===== config.mk =====
export PLATFORM = sky130hd
export DESIGN_NAME = seq_right_shifter
export DESIGN_NICKNAME = d
export VERILOG_FILES = /design/src/rtl/seq_right_shifter.sv
export SDC_FILE = /design/constraint.sdc
export NUM_CORES = 1
export LEC_CHECK = 0
export CAP_MARGIN = 20
export CORE_UTILIZATION = 30
export DETAILED_ROUTE_END_ITERATION = 12
export HOLD_SLACK_MARGIN = 0.08
export PLACE_DENSITY = 0.6
export SLEW_MARGIN = 20
export SYNTH_ARGS = -nofsm -noshare
export SYNTH_HDL_FRONTEND = slang
export SYNTH_SLANG_ARGS = --single-unit

===== constraint.sdc =====
create_clock -name clk -period 4.09 [get_ports clk]
set_clock_uncertainty 0.05 [all_clocks]
set_input_delay 0.6135 -clock clk [delete_from_list [all_inputs] [get_ports clk]]
set_output_delay 0.6135 -clock clk [all_outputs]
set_load 0.1 [all_outputs]

===== src/rtl/seq_right_shifter.sv =====
// Multi-cycle right shifter: captures an operand on start and shifts it one bit per clock.
// Logical, arithmetic and rotate modes; the result is held until the next completion.
module seq_right_shifter #(
  parameter int WIDTH = 32,
  parameter int SHW   = 5   // 2**SHW must be >= WIDTH
) (
  input  logic             clk,
  input  logic             rst_n,
  input  logic             start,
  input  logic [WIDTH-1:0] data_in,
  input  logic [SHW-1:0]   shift_amount,
  input  logic [1:0]       mode,
  output logic             busy,
  output logic             done,
  output logic [WIDTH-1:0] shifted_data
);

  typedef enum logic {
    IDLE  = 1'b0,
    SHIFT = 1'b1
  } state_t;

  localparam logic [1:0] MODE_ARITH  = 2'b01;
  localparam logic [1:0] MODE_ROTATE = 2'b10;

  state_t           state_reg, state_next;
  logic [WIDTH-1:0] work_reg, work_next;
  logic [SHW-1:0]   cnt_reg, cnt_next;
  logic [1:0]       mode_reg, mode_next;
  logic             busy_reg, busy_next;
  logic             done_reg, done_next;
  logic [WIDTH-1:0] result_reg, result_next;

  logic             fill_bit;
  logic [WIDTH-1:0] work_shr;

  // Bit shifted into the MSB; mode 11 falls through to logical.
  always_comb begin
    fill_bit = 1'b0;
    case (mode_reg)
      MODE_ARITH:  fill_bit = work_reg[WIDTH-1];
      MODE_ROTATE: fill_bit = work_reg[0];
      default:     fill_bit = 1'b0;
    endcase
  end

  genvar gi;
  generate
    for (gi = 0; gi < WIDTH - 1; gi++) begin : g_shr
      assign work_shr[gi] = work_reg[gi+1];
    end
  endgenerate
  assign work_shr[WIDTH-1] = fill_bit;

  always_comb begin
    state_next  = state_reg;
    work_next   = work_reg;
    cnt_next    = cnt_reg;
    mode_next   = mode_reg;
    busy_next   = busy_reg;
    done_next   = 1'b0;
    result_next = result_reg;
    case (state_reg)
      IDLE: begin
        if (start) begin
          work_next  = data_in;
          cnt_next   = shift_amount;
          mode_next  = mode;
          busy_next  = 1'b1;
          state_next = SHIFT;
        end
      end
      SHIFT: begin
        if (cnt_reg != '0) begin
          work_next = work_shr;
          cnt_next  = cnt_reg - SHW'(1);
        end else begin
          // Only this transition ever touches the visible result.
          result_next = work_reg;
          done_next   = 1'b1;
          busy_next   = 1'b0;
          state_next  = IDLE;
        end
      end
      default: state_next = IDLE;
    endcase
  end

  always_ff @(posedge clk) begin
    if (!rst_n) begin
      state_reg  <= IDLE;
      work_reg   <= '0;
      cnt_reg    <= '0;
      mode_reg   <= '0;
      busy_reg   <= 1'b0;
      done_reg   <= 1'b0;
      result_reg <= '0;
    end else begin
      state_reg  <= state_next;
      work_reg   <= work_next;
      cnt_reg    <= cnt_next;
      mode_reg   <= mode_next;
      busy_reg   <= busy_next;
      done_reg   <= done_next;
      result_reg <= result_next;
    end
  end

  assign busy         = busy_reg;
  assign done         = done_reg;
  assign shifted_data = result_reg;

endmodule


Word level (Yosys, flattened, before mapping)
Index checks and enable logic that the tools add are counted.
{"block": "classes", "muxes": 14, "reduce_logical": 7, "n_addsub": 1, "bitwise": 2, "n_eq_ne": 6}
{"operator": "32-bit two-way mux", "count": 2}
{"operator": "32-bit case mux with 2 select lines", "count": 1}
{"operator": "5-bit two-way mux", "count": 2}
{"operator": "5-bit case mux with 2 select lines", "count": 1}
{"operator": "2-bit AND reduction", "count": 5}
{"operator": "2-bit != test, second input constant", "count": 3}
{"operator": "1-bit case mux with 2 select lines", "count": 3}
{"operator": "1-bit two-way mux", "count": 5}
{"operator": "5-bit nonzero test", "count": 1}
{"operator": "5-bit by 1-bit subtractor with 5-bit output, second input constant", "count": 1}
{"operator": "3-bit AND reduction", "count": 1}
{"operator": "2-bit by 1-bit equality test with 1-bit output, second input constant", "count": 1}
{"operator": "2-bit equality test, second input constant", "count": 1}
{"operator": "2-bit by 1-bit != test with 1-bit output, second input constant", "count": 1}
{"operator": "1-bit inverter", "count": 2}
{"block": "totals", "word_cells": 38, "input_bits": 42, "output_inout_bits": 34, "regBits": 74}

Longest topological paths before layout
Gate-level depths: netlist (run 1).
{"block": "depth", "ltp_word": 4, "ltp_mapped": 7}

Least setup slack after synthesis (run 1)
Ideal clock, no wire load.
{"block": "synth_timing", "path_type": "input to register", "start": "input port start", "end": "register work_reg[20]", "t_required_ps": 3904, "setup_slack_ps": 2306, "setup_time_ps": 136, "t_arrival_ps": 1597, "n_path_buf": 2, "stages": 5, "cell_sequence": "clkbuf_1 -> buf_2 -> mux2_2 -> o21ai_0 -> a31oi_1"}
{"block": "synth_via", "elab_chain_len": 2}
{"item": "start, declared", "line": "9", "source": "input logic start,"}
{"item": "2-bit != test (no source line)"}
{"item": "2-bit AND reduction (no source line)"}
{"item": "end signal, assigned", "line": "100", "source": "work_reg <= work_next;"}
{"item": "end, declared", "line": "27", "source": "logic [WIDTH-1:0] work_reg, work_next;"}
No other way between the ends.
A chain may end at the register's enable or synchronous reset.

Worst setup path in the final report (run 1)
{"block": "layout_timing", "start": "register cnt_reg[0]", "end": "register result_reg[25], in the netlist shifted_data[25]"}
{"block": "layout_via", "elab_chain_len": 3}
{"item": "start, declared", "line": "28", "source": "logic [SHW-1:0] cnt_reg, cnt_next;"}
{"item": "start signal, assigned", "line": "101", "source": "cnt_reg <= cnt_next;"}
{"item": "5-bit nonzero test", "line": "74", "source": "if (cnt_reg != '0) begin"}
{"item": "1-bit inverter (no source line)"}
{"item": "2-bit AND reduction (no source line)"}
{"item": "end signal, assigned", "line": "105", "source": "result_reg <= result_next;"}
{"item": "end, declared", "line": "32", "source": "logic [WIDTH-1:0] result_reg, result_next;"}
No other way between the ends.

==> results.toml, run 1 <==
[yosys]
synth.cell_area_um2 = 3160
ys_ff_latch = 74
syn_nets = 383
synth.most_common_cell = "dfxtp_1"
synth_cell_type_count = 30
yosysTopAreaCell = "dfxtp_1"
synthArstFlopShare = 0
syn_avg_cell_area_um2 = 9.28
synth_commonest_cells = "74 x dfxtp_1, 65 x nand2_1, 35 x o21ai_0"
yosys-top-cells-area = "dfxtp_1 47%, mux2_2 12%, a22o_1 8.9%"
ys_seq_area_frac = 0.469
postSynthCellCount = 340
yosys_warnings = 0
synth_ff_type = "dfxtp_1"
synth_edf_count = 0
yosysTopAreaCellShare = 0.469

[setup_path]
arrival_ns = 2.87
cp_common_cell = "buf_4"
critPathMaxStageDelay_ns = 0.63
cp.buffers_inverters = 3
worst-path-max-fanout = 26
path_cells = "inv_1 -> ha_1 -> nor4b_4 -> buf_4 -> and3_1 -> buf_4 -> a22o_1"
crit_family = "simple AND/OR/NAND/NOR gates"
critPathKind = "flop to flop"
cp_slowest_cell = "nor4b_4"
endpoint_kind = "flop"
cp-start-kind = "flop"
cp_data_required_time_ns = 4.33

[clock_tree]
ctsRootBufferMaster = "clkbuf_8"
cts_buffers = 9
htree_num_levels = 3
cts_tree = "yes"
clockBufferDepth = 2
clk_pin_slew_worst_paths_ns = 0.08
clock_sinks = 74
postCtsHoldBufs = 0
postCtsSetupRepairBufs = 0
worst_skew_pair.late_latency_ns = 0.35
cts_resized = 0

[hold_path]
hold_path_class = "flop to flop"

[global_routing]
antenna_found_initial = 0
first_global_vias = 2528
grt_max_degree = 48
globalRouteTotalUtil = 0.149
overflow = 0
grt_pass1_wl_mm = 13.0

[floorplan]
die_x_um = 105
dieArea_um2 = 10900
rows = 37
core_area_um2 = 10300
ios = 76
initial_core_util = 0.307
die_h_um = 105

[routing]
drc = 0
first_iter_violations = 148
vias = 2676
drt_pre_antenna_iters = 4
totalWireLength_mm = 7.85
ant_nets = 0
wl_per_cell_um = 14.4
viasPerCell = 4.93

[job]
max-cap-violations = 0

[placed_design]
gp_congestion = 0.718
post-dp-hpwl_mm = 5.16
io_buffers = 75

[sta]
whs_ns = 0.438
tightest_slew_ns = 0.980
fin_crit_sh = 0.645
hold_viol = 0
rsz0062_at_grt = "no"
drv_slew = 0
fmax_mhz = 379
relSlewSlack = 0.345
final_period_minus_worst_setup_slack_ns = 2.64
finalSetupViolCount = 0
fin_tns_setup_ns = 0

[cells_and_area]
diodes = 0
fin_util = 0.415
area_growth_syn_to_layout_pct = 35.1
drive_gt1_frac = 0.150
nets = 445

[power_and_ir_drop]
p_leak_nw = 1.55
ir_worst_vdd_uv = 187
finalPower_mw = 1.99
power_density_nw_per_um2 = 467

[status]
status = "complete, no violations"
[worst paths after layout]
check             depth (start not counted)               end  slack (ns)              from
setup / recovery                          7  shifted_data[25]        1.45        cnt_reg[0]
hold / removal                            1  shifted_data[13]        0.44  shifted_data[13]
setup reg to reg                          7  shifted_data[25]        1.45        cnt_reg[0]
hold reg to reg                           1  shifted_data[13]        0.44  shifted_data[13]
[where the power goes]
group	internal, mW	switching [mW]	leakage (nW)
registers	0.780	0.0636	0.607
logic	0.170	0.268	0.823
clock network	0.439	0.270	0.123
total	1.39	0.602	1.55
[layout make-up]
type                    instances  area [um2]
clock buffers                  12         155
fillers                      1024        6010
well taps                     136         170
inverters                       3        11.3
flip-flops and latches         74        1480
multi-input cells             232        1550
clock inverters                 4        97.6
repair buffers                 82         798
[cell usage in the layout, fill, tap and decap left out, drive strengths merged, types with 2 or more instances in the layout]
cell type      synthesis  layout
mux2                  34      34
a211oi                 2       2
a22o                  32      32
clkdlybuf4s50          0      74
nand2b                 3       3
o21ai                 35      35
mux2i                  2       2
inv                    3       3
a31oi                 33      33
nand2                 65      65
nor2b                  2       2
a21oi                  6       6
nand4b                 2       2
buf                    8       8
dfxtp                 74      74
clkbuf                23      12
nor2                   3       3
bufinv                 0       3
[through the flow]
step	setup slack, ns	instances	instance area [um2]
after floorplan	2.31	340	3160
final	1.45	543	4260
after CTS	1.47	543	4260
after detailed placement	1.50	527	4010
after global placement	1.60	527	4010
after global routing	1.24	543	4260
[cell families (layout without fill, tap and decap cells)]
group	after synthesis	count (layout)	synth area share
compound gates	111	111	0.232
fa+ha+maj	1	1	0.00396
buf+inv	34	101	0.0436
flops	74	74	0.469
mux	36	36	0.129
simple gates	84	84	0.122
[per-layer routing]
metal	track usage	routed length, um	part of all wire	vias to the layer above
met1	0.193	3750	0.48	1242
met2	0.243	3680	0.47	66
met3	0.0387	325	0.041	10
li1	-	-	-	1358
met4	0.0398	92	0.012	0
met5	0	0	0	-
[worst reg2reg max path: stages, from the launching register on]
cell     delay [ns]
dfxtp_1        0.33
inv_1          0.08
ha_1           0.25
nor4b_4        0.63
buf_4          0.33
and3_1         0.36
buf_4          0.36
a22o_1         0.19
Note: power is estimated with default switching activity, not from simulation.
==> run 2, diff against run 1 <==
==> constraint.sdc (replaced) <==
create_clock -name clk -period 2.5 [get_ports clk]
set_clock_uncertainty 0.05 [all_clocks]
set_input_delay 0.375 -clock clk [delete_from_list [all_inputs] [get_ports clk]]
set_output_delay 0.375 -clock clk [all_outputs]
set_load 0.1 [all_outputs]
==> results.toml, run 2 (synthesized netlist as in run 1, its figures left out) <==
[setup_path]
cp-start-kind = "flop"
worst_r2r_startpoint = "cnt_reg[0]"
cp_slowest_cell = "or4b_1"
cp_data_required_time_ns = 2.65
critPathMaxStageDelay_ns = 0.61
endpoint_kind = "flop"
worstSetupStartpoint = "cnt_reg[0]"
worst-path-max-fanout = 17
crit_family = "simple AND/OR/NAND/NOR gates"
path_cells = "inv_1 -> ha_1 -> or4b_1 -> buf_4 -> nand2_1 -> a31oi_1"
arrival_ns = 2.05
cp.buffers_inverters = 2
critPathKind = "flop to flop"

[floorplan]
ios = 76
core_area_um2 = 10300
initial_core_util = 0.307
rows = 37
dieArea_um2 = 10900
die_x_um = 105
die_h_um = 105

[hold_path]
min-delay-start = "shifted_data[7]"
hold_path_class = "flop to flop"

[power_and_ir_drop]
power_density_nw_per_um2 = 729
p_leak_nw = 1.61
finalPower_mw = 3.02
ir_worst_vdd_uv = 276

[cells_and_area]
drive_gt1_frac = 0.239
diodes = 0
layout_commonest_cell = "dfxtp_1"
nets = 448
final_cell_mix = "73 x dfxtp_1, 65 x nand2_1, 44 x buf_4"
area_growth_syn_to_layout_pct = 31.2
seqCellArea_um2 = 1480
n_fill_cell = 1046
multiInputGateArea_um2 = 1550
final_cell_area_um2 = 4140

[routing]
wl_per_cell_um = 14.0
viasPerCell = 4.90
totalWireLength_mm = 7.66
vias = 2677
ant_nets = 0
drt_pre_antenna_iters = 4
drc = 0
first_iter_violations = 125

[global_routing]
globalRouteTotalUtil = 0.147
antenna_found_initial = 0
grt_pass1_wl_mm = 12.8
overflow = 0
grt_max_degree = 49
first_global_vias = 2580

[sta]
tightest_slew_ns = 0.548
fin_crit_sh = 0.760
relSlewSlack = 0.635
hold_viol = 0
setup_ws_ns = 0.600
fmax_mhz = 526
final_period_minus_worst_setup_slack_ns = 1.90
finalSetupViolCount = 0
fin_tns_setup_ns = 0
drv_slew = 0
rsz0062_at_grt = "no"

[placed_design]
gp_congestion = 0.708
post-dp-hpwl_mm = 5.21
place_ws_ns = 0.511
io_buffers = 75
postPlaceCellArea_um2 = 3950

[job]
max-cap-violations = 0

[clock_tree]
postCtsSetupRepairBufs = 0
clock_sinks = 74
htree_num_levels = 3
cts_buffers = 9
ctsRootBufferMaster = "clkbuf_8"
worst_skew_pair.late_latency_ns = 0.35
clk_pin_slew_worst_paths_ns = 0.08
cts_tree = "yes"
clockBufferDepth = 2
cts_resized = 0
postCtsHoldBufs = 0

[status]
status = "complete, no violations"
-- run 2: worst register-to-register path, cell delays in order (launching register included) --
cell and delay [ns]:
dfxtp_1 0.33, inv_1 0.08, ha_1 0.26, or4b_1 0.61
buf_4 0.26, nand2_1 0.09, a31oi_1 0.08
-- run 2: final timing paths --
path / slack (ns) / end / cells past startpoint
min reg2reg: 0.43 / shifted_data[7] / 1
min: 0.43 / shifted_data[7] / 1
max reg2reg: 0.60 / work_reg[25] / 6
max: 0.60 / work_reg[25] / 6
-- run 2: metrics by stage --
| step | hold WS (ns) | util | instances |
|---|---|---|---|
| after floorplan | 0.405 | - | 340 |
| after global placement | 0.418 | 0.384 | 530 |
| after detailed placement | 0.419 | 0.384 | 530 |
| after CTS | 0.438 | 0.403 | 546 |
| after global routing | 0.448 | 0.403 | 546 |
| final | 0.434 | 0.403 | 546 |
-- run 2: cell type report --
type                            count  area share
Inverter                            3     0.00272
Multi-Input combinational cell    232       0.374
Tap cell                          136      0.0411
Sequential cell                    74       0.358
Clock buffer                       10      0.0308
Timing Repair Buffer               85       0.178
Clock inverter                      6      0.0160
-- run 2: per-layer routing --
layer  vias up  part of all wire  track usage  wire (um)
met3        10             0.048       0.0387        365
met4         0             0.016       0.0582        123
li1       1368                 -            -          -
met1      1232              0.47        0.187       3610
met5         -                 0            0          0
met2        67              0.46        0.236       3560
-- run 2: where the power goes --
part	switching [mW]	internal [mW]	total (mW)	leakage, nW
Clock	0.458	0.465	0.922	0.101
Sequential	0.102	1.28	1.38	0.607
Combinational	0.439	0.279	0.718	0.905
Total	0.998	2.02	3.02	1.61
==> run 3, diff against run 2 <==
--- a/config.mk
+++ b/config.mk
@@ -9,7 +9,7 @@
 export CORE_UTILIZATION = 30
 export DETAILED_ROUTE_END_ITERATION = 12
 export HOLD_SLACK_MARGIN = 0.08
-export PLACE_DENSITY = 0.6
+export PLACE_DENSITY = 0.62
 export SLEW_MARGIN = 20
 export SYNTH_ARGS = -nofsm -noshare
 export SYNTH_HDL_FRONTEND = slang
==> constraint.sdc (replaced) <==
create_clock -name clk -period 1.5 [get_ports clk]
set_clock_uncertainty 0.05 [all_clocks]
set_input_delay 0.225 -clock clk [delete_from_list [all_inputs] [get_ports clk]]
set_output_delay 0.225 -clock clk [all_outputs]
set_load 0.1 [all_outputs]
==> results.toml, run 3 (synthesized netlist as in run 1, its figures left out) <==
[status]
status = "finished with violations"
violations = "negative setup slack"

[floorplan]
rows = 37
core_area_um2 = 10300
die_h_um = 105
initial_core_util = 0.307
ios = 76
die_x_um = 105
dieArea_um2 = 10900

[setup_path]
cp_data_required_time_ns = 1.74
cp-start-kind = "flop"
arrival_ns = 1.84
endpoint_kind = "flop"
critPathKind = "flop to flop"
worst-path-max-fanout = 5

[routing]
totalWireLength_mm = 8.13
ant_nets = 0
drt_pre_antenna_iters = 4
first_iter_violations = 126
viasPerCell = 4.99
wl_met2_mm = 3.84
vias = 2808
drc = 0
wl_met3_um = 334
wl_per_cell_um = 14.4
drt-met1-wl_mm = 3.84
top_layer = "met4"

[global_routing]
globalRouteTotalUtil = 0.147
grt_pass1_wl_mm = 12.6
grt_max_degree = 35
antenna_found_initial = 0
overflow = 0
first_global_vias = 2508

[job]
max-cap-violations = 0

[cells_and_area]
fin_util = 0.470
drive_gt1_frac = 0.290
layout_commonest_cell = "dfxtp_1"
seqCellArea_um2 = 1480
final_cell_mix = "72 x dfxtp_1, 65 x nand2_1, 40 x clkdlybuf4s50_1"
final_cell_area_um2 = 4830
n_fill_cell = 960
multiInputGateArea_um2 = 1580
diodes = 0
area_growth_syn_to_layout_pct = 53.0
final_cells = 563
nets = 466

[sta]
tightest_slew_ns = 0.386
relSlewSlack = 0.743
finalSetupViolCount = 66
fin_crit_sh = 1.07
fmax_mhz = 623
drv_slew = 0
setup_ws_ns = -0.104
hold_viol = 0
rsz0062_at_grt = "yes"
final_period_minus_worst_setup_slack_ns = 1.60

[placed_design]
place_inst = 543
post-dp-hpwl_mm = 5.39
io_buffers = 75
gp_congestion = 0.730
postPlaceCellArea_um2 = 4550

[clock_tree]
ctsRootBufferMaster = "clkbuf_8"
clock_sinks = 74
htree_num_levels = 3
worst_skew_pair.late_latency_ns = 0.35
clk_pin_slew_worst_paths_ns = 0.08
cts_buffers = 9
clockBufferDepth = 2
postCtsHoldBufs = 0
cts_tree = "yes"

[power_and_ir_drop]
power_density_nw_per_um2 = 1110
p_leak_nw = 1.82
ir_worst_vdd_uv = 522

[hold_path]
hold_path_class = "input port to flop"
==> run 3: cell count changes in the layout (fill, tap and decap cells not counted), sizes merged <==
| cell | previous run | this run |
|---|---|---|
| clkinv | 4 | 2 |
| clkinvlp | 0 | 2 |
| buf | 45 | 61 |
| clkbuf | 10 | 11 |
==> run 3: layout make-up <==
cell class	count	share of cell area
Multi-Input combinational cell	232	0.327
Sequential cell	74	0.307
Timing Repair Buffer	103	0.288
Tap cell	136	0.0352
Clock buffer	9	0.0257
Clock inverter	6	0.0140
Inverter	3	0.00233
==> run 3: worst paths after layout <==
path / end / slack [ns] / cells after the start / start
worst max register to register: cnt_reg[1] / -0.10 / 5 / cnt_reg[0]
worst max-delay path: cnt_reg[1] / -0.10 / 5 / cnt_reg[0]
worst min-delay path: cnt_reg[2] / 0.39 / 3 / shift_amount[2]
worst min register to register: work_reg[31] / 0.45 / 2 / work_reg[31]
==> run 3: report_power, final <==
part	switching [mW]	internal (mW)	total (mW)	leakage, nW
sequential	0.178	2.13	2.31	0.607
combinational	0.803	0.722	1.53	1.12
clock	0.786	0.765	1.55	0.0917
total	1.77	3.62	5.38	1.82
==> run 3: what timing repair did <==
item / in CTS / in global routing
setup buffers: 3 / 0
gates resized for setup: 2 / 4
setup endpoints to repair: 67 / 69
pin swaps: 1 / 2
cloned: 0 / 2
==> run 3: worst max-delay path: stages (launching register included) <==
cell     delay, ns
dfxtp_2       0.33
inv_2         0.07
ha_4          0.13
or4b_4        0.51
mux2_4        0.33
a21oi_2       0.12
==> run 3: through the flow <==
stage,TNS [ns],setup slack [ns],power (mW),hold slack [ns]
2_1_floorplan,-4.97,-0.113,3.25,0.314
3_3_place_gp,-3.19,-0.0658,3.75,0.434
3_5_place_dp,-5.25,-0.111,3.78,0.443
4_1_cts,-3.78,-0.103,5.35,0.372
5_1_grt,-8.42,-0.159,5.64,0.402
6_report,-3.29,-0.104,5.38,0.390
==> run 3: per-layer routing <==
metal | global-route usage | up-vias
met5 | 0 | -
met3 | 0.0349 | 11
met1 | 0.189 | 1328
met4 | 0.0602 | 0
li1 | - | 1397
met2 | 0.235 | 72
